[config.mk]
export PLATFORM = sky130hd
export DESIGN_NAME = uart_rx_ovs
export DESIGN_NICKNAME = d
export VERILOG_FILES = /design/src/rtl/uart_rx_ovs.sv
export SDC_FILE = /design/constraint.sdc
export NUM_CORES = 1
export LEC_CHECK = 0
export ABC_AREA = 1
export CAP_MARGIN = 15
export CORE_UTILIZATION = 55
export CTS_CLUSTER_SIZE = 28
export DETAILED_ROUTE_END_ITERATION = 12
export GPL_TIMING_DRIVEN = 0
export PLACE_DENSITY = 0.87
export SETUP_SLACK_MARGIN = 0.3
export SYNTH_ARGS = -nofsm -noshare
export SYNTH_HDL_FRONTEND = slang
export SYNTH_SLANG_ARGS = --single-unit
[constraint.sdc]
create_clock -name Clk -period 2.06 [get_ports Clk]
set_clock_uncertainty 0.15 [all_clocks]
set_input_delay 0.515 -clock Clk [delete_from_list [all_inputs] [get_ports Clk]]
set_output_delay 0.515 -clock Clk [all_outputs]
set_load 0.005 [all_outputs]
[src/rtl/uart_rx_ovs.sv]
// uart_rx_ovs: oversampling UART receiver with a 2-FF input synchroniser.
// It supports configurable data width, parity and stop-bit count, and it
// rejects glitches on the start bit.
//
// Output handshake: RxData/RxValid and the status flags form one word.
// A transfer happens on a rising Clk edge where RxValid & RxReady are both 1.
// While RxValid is high and RxReady is low, the word and its flags do not change.
// DbgState exposes the FSM encoding (0 IDLE, 1 START, 2 DATA, 3 PARITY,
// 4 STOP, 5 WAIT_HI).
module uart_rx_ovs #(
  parameter int DATA_W    = 8,
  parameter int OVS       = 16,
  parameter int PARITY    = 0,
  parameter int STOP_BITS = 1
) (
  input  logic              Clk,
  input  logic              Rst_n,
  input  logic              Tick,
  input  logic              RxEn,
  input  logic              Rx,
  output logic [DATA_W-1:0] RxData,
  output logic              RxValid,
  input  logic              RxReady,
  output logic              FrameErr,
  output logic              ParityErr,
  output logic              Break,
  output logic              Overrun,
  output logic              Busy,
  output logic [2:0]        DbgState
);

  localparam int CW = $clog2(OVS);
  localparam int BW = $clog2(DATA_W + 2);
  localparam logic [CW-1:0] CNT_MID   = CW'(OVS / 2 - 1);
  localparam logic [CW-1:0] CNT_END   = CW'(OVS - 1);
  localparam logic [BW-1:0] LAST_DATA = BW'(DATA_W - 1);
  localparam logic [BW-1:0] LAST_STOP = BW'(STOP_BITS - 1);

  typedef enum logic [2:0] {
    S_IDLE    = 3'd0,
    S_START   = 3'd1,
    S_DATA    = 3'd2,
    S_PARITY  = 3'd3,
    S_STOP    = 3'd4,
    S_WAIT_HI = 3'd5
  } state_t;

  state_t state_q, state_d;

  logic              rx_q1, rx_s;
  logic [CW-1:0]     cnt_q;
  logic [BW-1:0]     bit_idx_q;
  logic [DATA_W-1:0] shift_q;
  logic              fe_q, pe_q, one_seen_q;

  logic mid_hit, end_hit, last_data, last_stop, abort;
  logic frame_done, fe_final, brk_final, can_load, par_x;

  // Two-flop synchroniser on the asynchronous line; it resets to idle-high.
  always_ff @(posedge Clk) begin
    if (!Rst_n) begin
      rx_q1 <= 1'b1;
      rx_s  <= 1'b1;
    end else begin
      rx_q1 <= Rx;
      rx_s  <= rx_q1;
    end
  end

  // FSM state register.
  always_ff @(posedge Clk) begin
    if (!Rst_n) state_q <= S_IDLE;
    else        state_q <= state_d;
  end

  // FSM next-state logic; dropping RxEn aborts any frame in progress.
  always_comb begin
    state_d = state_q;
    if (abort) begin
      state_d = S_IDLE;
    end else begin
      case (state_q)
        S_IDLE:    if (RxEn && !rx_s) state_d = S_START;
        S_START:   if (mid_hit) state_d = rx_s ? S_IDLE : S_DATA;
        S_DATA:    if (end_hit && last_data) state_d = (PARITY != 0) ? S_PARITY : S_STOP;
        S_PARITY:  if (end_hit) state_d = S_STOP;
        S_STOP:    if (frame_done) state_d = fe_final ? S_WAIT_HI : S_IDLE;
        S_WAIT_HI: if (rx_s) state_d = S_IDLE;
        default:   state_d = S_IDLE;
      endcase
    end
  end

  // FSM outputs and sample strobes decoded from the state and the tick counter.
  always_comb begin
    mid_hit    = Tick && (cnt_q == CNT_MID);
    end_hit    = Tick && (cnt_q == CNT_END);
    last_data  = (bit_idx_q == LAST_DATA);
    last_stop  = (bit_idx_q == LAST_STOP);
    abort      = (state_q != S_IDLE) && !RxEn;
    frame_done = !abort && (state_q == S_STOP) && end_hit && last_stop;
    // The final stop sample is folded in directly; it is never registered.
    fe_final   = fe_q | ~rx_s;
    brk_final  = ~(one_seen_q | rx_s);
    can_load   = !RxValid || RxReady;
    par_x      = (^shift_q) ^ rx_s;
    Busy       = (state_q != S_IDLE);
    DbgState   = state_q;
  end

  // Bit timing, shift register and per-frame error accumulation.
  always_ff @(posedge Clk) begin
    if (!Rst_n) begin
      cnt_q      <= '0;
      bit_idx_q  <= '0;
      shift_q    <= '0;
      fe_q       <= 1'b0;
      pe_q       <= 1'b0;
      one_seen_q <= 1'b0;
    end else begin
      case (state_q)
        S_IDLE: begin
          cnt_q      <= '0;
          bit_idx_q  <= '0;
          fe_q       <= 1'b0;
          pe_q       <= 1'b0;
          one_seen_q <= 1'b0;
        end
        S_START: begin
          if (Tick) cnt_q <= mid_hit ? '0 : cnt_q + 1'b1;
        end
        S_DATA, S_PARITY, S_STOP: begin
          if (Tick) cnt_q <= end_hit ? '0 : cnt_q + 1'b1;
          if (end_hit) begin
            one_seen_q <= one_seen_q | rx_s;
            if (state_q == S_DATA) begin
              shift_q   <= {rx_s, shift_q[DATA_W-1:1]};
              bit_idx_q <= last_data ? '0 : bit_idx_q + 1'b1;
            end else if (state_q == S_PARITY) begin
              pe_q <= (PARITY == 1) ? par_x : ~par_x;
            end else begin
              fe_q      <= fe_q | ~rx_s;
              bit_idx_q <= bit_idx_q + 1'b1;
            end
          end
        end
        default: ;
      endcase
    end
  end

  // Output word register, valid/ready handshake and sticky overrun flag.
  always_ff @(posedge Clk) begin
    if (!Rst_n) begin
      RxData    <= '0;
      RxValid   <= 1'b0;
      FrameErr  <= 1'b0;
      ParityErr <= 1'b0;
      Break     <= 1'b0;
      Overrun   <= 1'b0;
    end else begin
      if (frame_done && can_load) begin
        RxData    <= shift_q;
        RxValid   <= 1'b1;
        FrameErr  <= fe_final;
        ParityErr <= pe_q;
        Break     <= brk_final;
      end else if (RxValid && RxReady) begin
        RxValid <= 1'b0;
      end
      if (!RxEn) Overrun <= 1'b0;
      else if (frame_done && !can_load) Overrun <= 1'b1;
    end
  end

endmodule

==> results of run 1 <==
## sequential cells by signal, indices dropped and copies added, names as in the netlist
name and cells:
RxData 8, cnt_q 4, FrameErr 1, one_seen_q 1, Break 1, Overrun 1
shift_q 8, DbgState 3, rx_s 1, rx_q1 1, ParityErr 1, fe_q 1
bit_idx_q 4, pe_q 1, RxValid 1
## area by class of cell
class / instances / share of cell area, %
Inverter: 37 / 5.941
Sequential cell: 37 / 30.65
Multi-Input combinational cell: 185 / 43.04
Buffer: 7 / 2.696
Clock inverter: 2 / 0.5492
Tap cell: 46 / 2.297
Timing Repair Buffer: 38 / 12.78
Clock buffer: 6 / 2.047
## repair_timing
action / CTS / global route
resized for setup: 50 / 31
setup buffers: 10 / 5
cloned: 1 / 0
pin swaps: 3 / 11
hold buffers: 0 / 0
setup endpoints to repair: 32 / 24
## placed cells by master (no fill, tap or decap), types with 2 or more instances in the layout
cell type,instances
nand2_4,6
dfxtp_4,2
nand3_4,2
a21oi_1,23
clkbuf_2,3
a21oi_2,9
dfxtp_1,19
nor2_2,4
inv_2,2
nand2_1,52
dfxtp_2,16
buf_4,15
clkdlybuf4s50_1,4
nand3_2,2
dlygate4sd2_1,15
inv_1,31
inv_4,4
clkdlybuf4s15_1,2
nand2_2,3
nand4_1,6
nand3_1,12
buf_6,4
o21ai_0,15
o21ai_1,8
o21ai_2,4
clkbuf_4,5
ha_1,2
nor2_1,20
or2_2,3
nor2_4,6
## metal layers
layer  track usage [%]  routed length (um)  part of all wire, %  vias up
met5                 0                   0                    0        -
met4             10.71                 140                  3.0        0
met3             6.397                 254                  5.5       18
met2             40.03                2183                   47       58
met1             37.04                2051                   44      880
li1                  -                   -                    -      955
## power by group through the flow
stage                     registers (mW)  logic (mW)  clock network, mW
after floorplan                    0.828       0.631                  0
after global placement             0.836       0.836                  0
after detailed placement           0.837       0.848                  0
after CTS                          0.834       0.919              0.424
after global routing               0.845        1.23              0.462
final                              0.838        1.12              0.423
## cells by family (layout without fill, tap and decap cells)
kind of cell    after synthesis  count (layout)  synth area share (%)
compound gates               62              62                 18.90
flops                        37              37                 38.72
xor+xnor                      1               1                0.4579
fa+ha+maj                     3               3                 1.962
simple gates                119             119                 30.28
buf+inv                      44              90                 9.680
## metrics by stage
stage	setup TNS [ps]	instances	utilization, %	hold WS (ps)
2_1_floorplan	0	266	-	242.5
3_3_place_gp	-813.2	334	65.65	244.3
3_5_place_dp	-1269	334	65.65	251.8
4_1_cts	0	353	71.43	278.2
5_1_grt	0	358	75.10	289.0
6_report	0	358	75.10	276.0
## worst max-delay path, delay by kind of cell
family	cells	cell delay [ps]
buffers and inverters	2	670
and+or+nand+nor	4	580
AOI/OAI and AO/OA	2	190
## worst min path at each step
stage | endpoint | slack (ps) | depth (start not counted)
2_1_floorplan | rx_s | 240 | 1
3_3_place_gp | rx_s | 240 | 1
3_5_place_dp | rx_s | 250 | 1
4_1_cts | rx_s | 280 | 1
5_1_grt | rx_s | 290 | 1
6_report | rx_s | 280 | 1
==> run_results.csv, run 1 <==
group,metric,value,unit
run_status,outcome,"finished clean",
global_routing,grtUsageTotal,26.70,%
setup_path,worstSetupPathType,"primary input to register",
timing,tightest_slew,490.6,ps
clock_network,cts_made_buffers,5,
final_layout,antenna_cells,0,
drt,drc,0,
die,std_cell_rows,21,
placed_design,port-buffer-count,22,
timing,fin_crit,1830,ps
setup_path,crit_start,"RxEn",
die,dieHeight,60.98,um
setup_path,cp_cell_sequence,"clkdlybuf4s50_1 > nand3_1 > nor2_4 > nand2_4 > nor2_4 > buf_6 > o21ai_1 > a21oi_2",
pwr,p_sw,0.9999,mW
logic_synthesis,ys_seq_elements,37,
pwr,p_leak,1.134,nW
clock_network,htree_num_levels,2,
logic_synthesis,avgSynthCellArea,7.192,um2
setup_path,required,2200,ps
setup_path,arrival,1970,ps
timing,fmax,546.4,MHz
clock_network,cts_tree,"yes",
clock_network,cts_root_buf,"clkbuf_4",
final_layout,final_area,0.002506,mm2
logic_synthesis,ys_types,31,
logic_synthesis,async_flop_share,0,%
logic_synthesis,synth_edf_count,0,
logic_synthesis,synth_common_cells,"nand2_1, dfxtp_1, inv_1, nor2_1, a21oi_1",
pwr,p_int,1.384,mW
timing,slew_viol_final,0,
setup_path,critPathMaxStageDelay,520,ps
global_routing,grt_start_max_net_pins,13,
drt,routedWlPerCell,12.93,um
setup_path,path_max_fanout,5,
final_layout,multi_input_area,0.001079,mm2
setup_path,cp-end-kind,"register",
setup_path,worstReg2RegStart,"DbgState[0]",
die,io_pins,23,
timing,period_share,88.85,%
drt,viasPerCell,5.338,
placed_design,preCtsSetupSlack,-119.9,ps
logic_synthesis,yosysMostFrequentCell,"nand2_1",
timing,slew-limit-headroom,67.29,%
logic_synthesis,synthCells,266,
final_layout,drive_gt1_share,31.09,%
setup_path,rrSetupSlack,250,ps
timing,rsz0062_at_grt,"yes",
logic_synthesis,synth_nets,275,
global_routing,antenna_found_initial,0,
worst_hold_path,min_from,"rx_q1",
pwr,p_total,2.384,mW
placed_design,place_area,0.002191,mm2
logic_synthesis,synth_top_area_share,38.72,%
logic_synthesis,yosys_warnings,0,
final_layout,regArea,768.2,um2
die,initial_core_util,57.33,%
pwr,power_density,951.1,mW/mm2
flow_run,maxCapViolCount,0,
setup_path,crit_path_frequent_cell,"nor2_4",
global_routing,grt_remaining_overflow,0,
timing,finalHoldViolCount,0,
pwr,comb_power_share,47.1,%
setup_path,r2r_end,"Break",
pwr,p_sw_share,41.95,%
drt,vias,1911,
timing,setup_slack,229.7,ps
logic_synthesis,synthTopCellsByArea,"dfxtp_1, nand2_1, inv_1, a21oi_1, nor2_1",
setup_path,worst_setup_path_start_kind,"primary input",
logic_synthesis,ys.flop_type,"dfxtp_1",
die,core_area,0.003337,mm2
logic_synthesis,synth.largest_area_cell,"dfxtp_1",
drt,drt-initial-drc-count,113,
drt,drtPass1Iterations,4,
clock_network,clock_latency,360,ps
pwr,seq_power_share,35.2,%
drt,antenna_left,0,
final_layout,fin_nets,320,
final_layout,synthToLayoutAreaGrowth,31.00,%
clock_network,clk_path_buf_depth,2,
die,die_w,60.98,um
timing,setup_viol,0,
final_layout,nFillCells,256,
placed_design,place.gp.congestion,0.8913,
logic_synthesis,seq_area_frac_synth,38.72,%
clock_network,clkSinkCount,37,
logic_synthesis,netlist_area,0.001913,mm2
clock_network,clk_pin_slew,120,ps
setup_path,cp_slowest_cell,"clkdlybuf4s50_1",
global_routing,grt_pass1_wl,7279,um
setup_path,endpoint,"Break",
placed_design,hpwl,2831,um
global_routing,grt_pass1_vias,1654,
pwr,power_frac_clock,17.8,%
setup_path,reg2regPathDepth,9,
pwr,ir_drop,0.5557,mV
die,die_area,0.003718,mm2
worst_hold_path,hp-class,"register to register",
drt,routed_wl,4629,um
No activity file was read; power rests on OpenSTA's default activity.
==> run 2: changes to the inputs <==
Settings changed: CAP_MARGIN 15 to 20.
==> results of run 2 <==
Same layout as run 1: the final DEF is identical, and so are final timing and power.
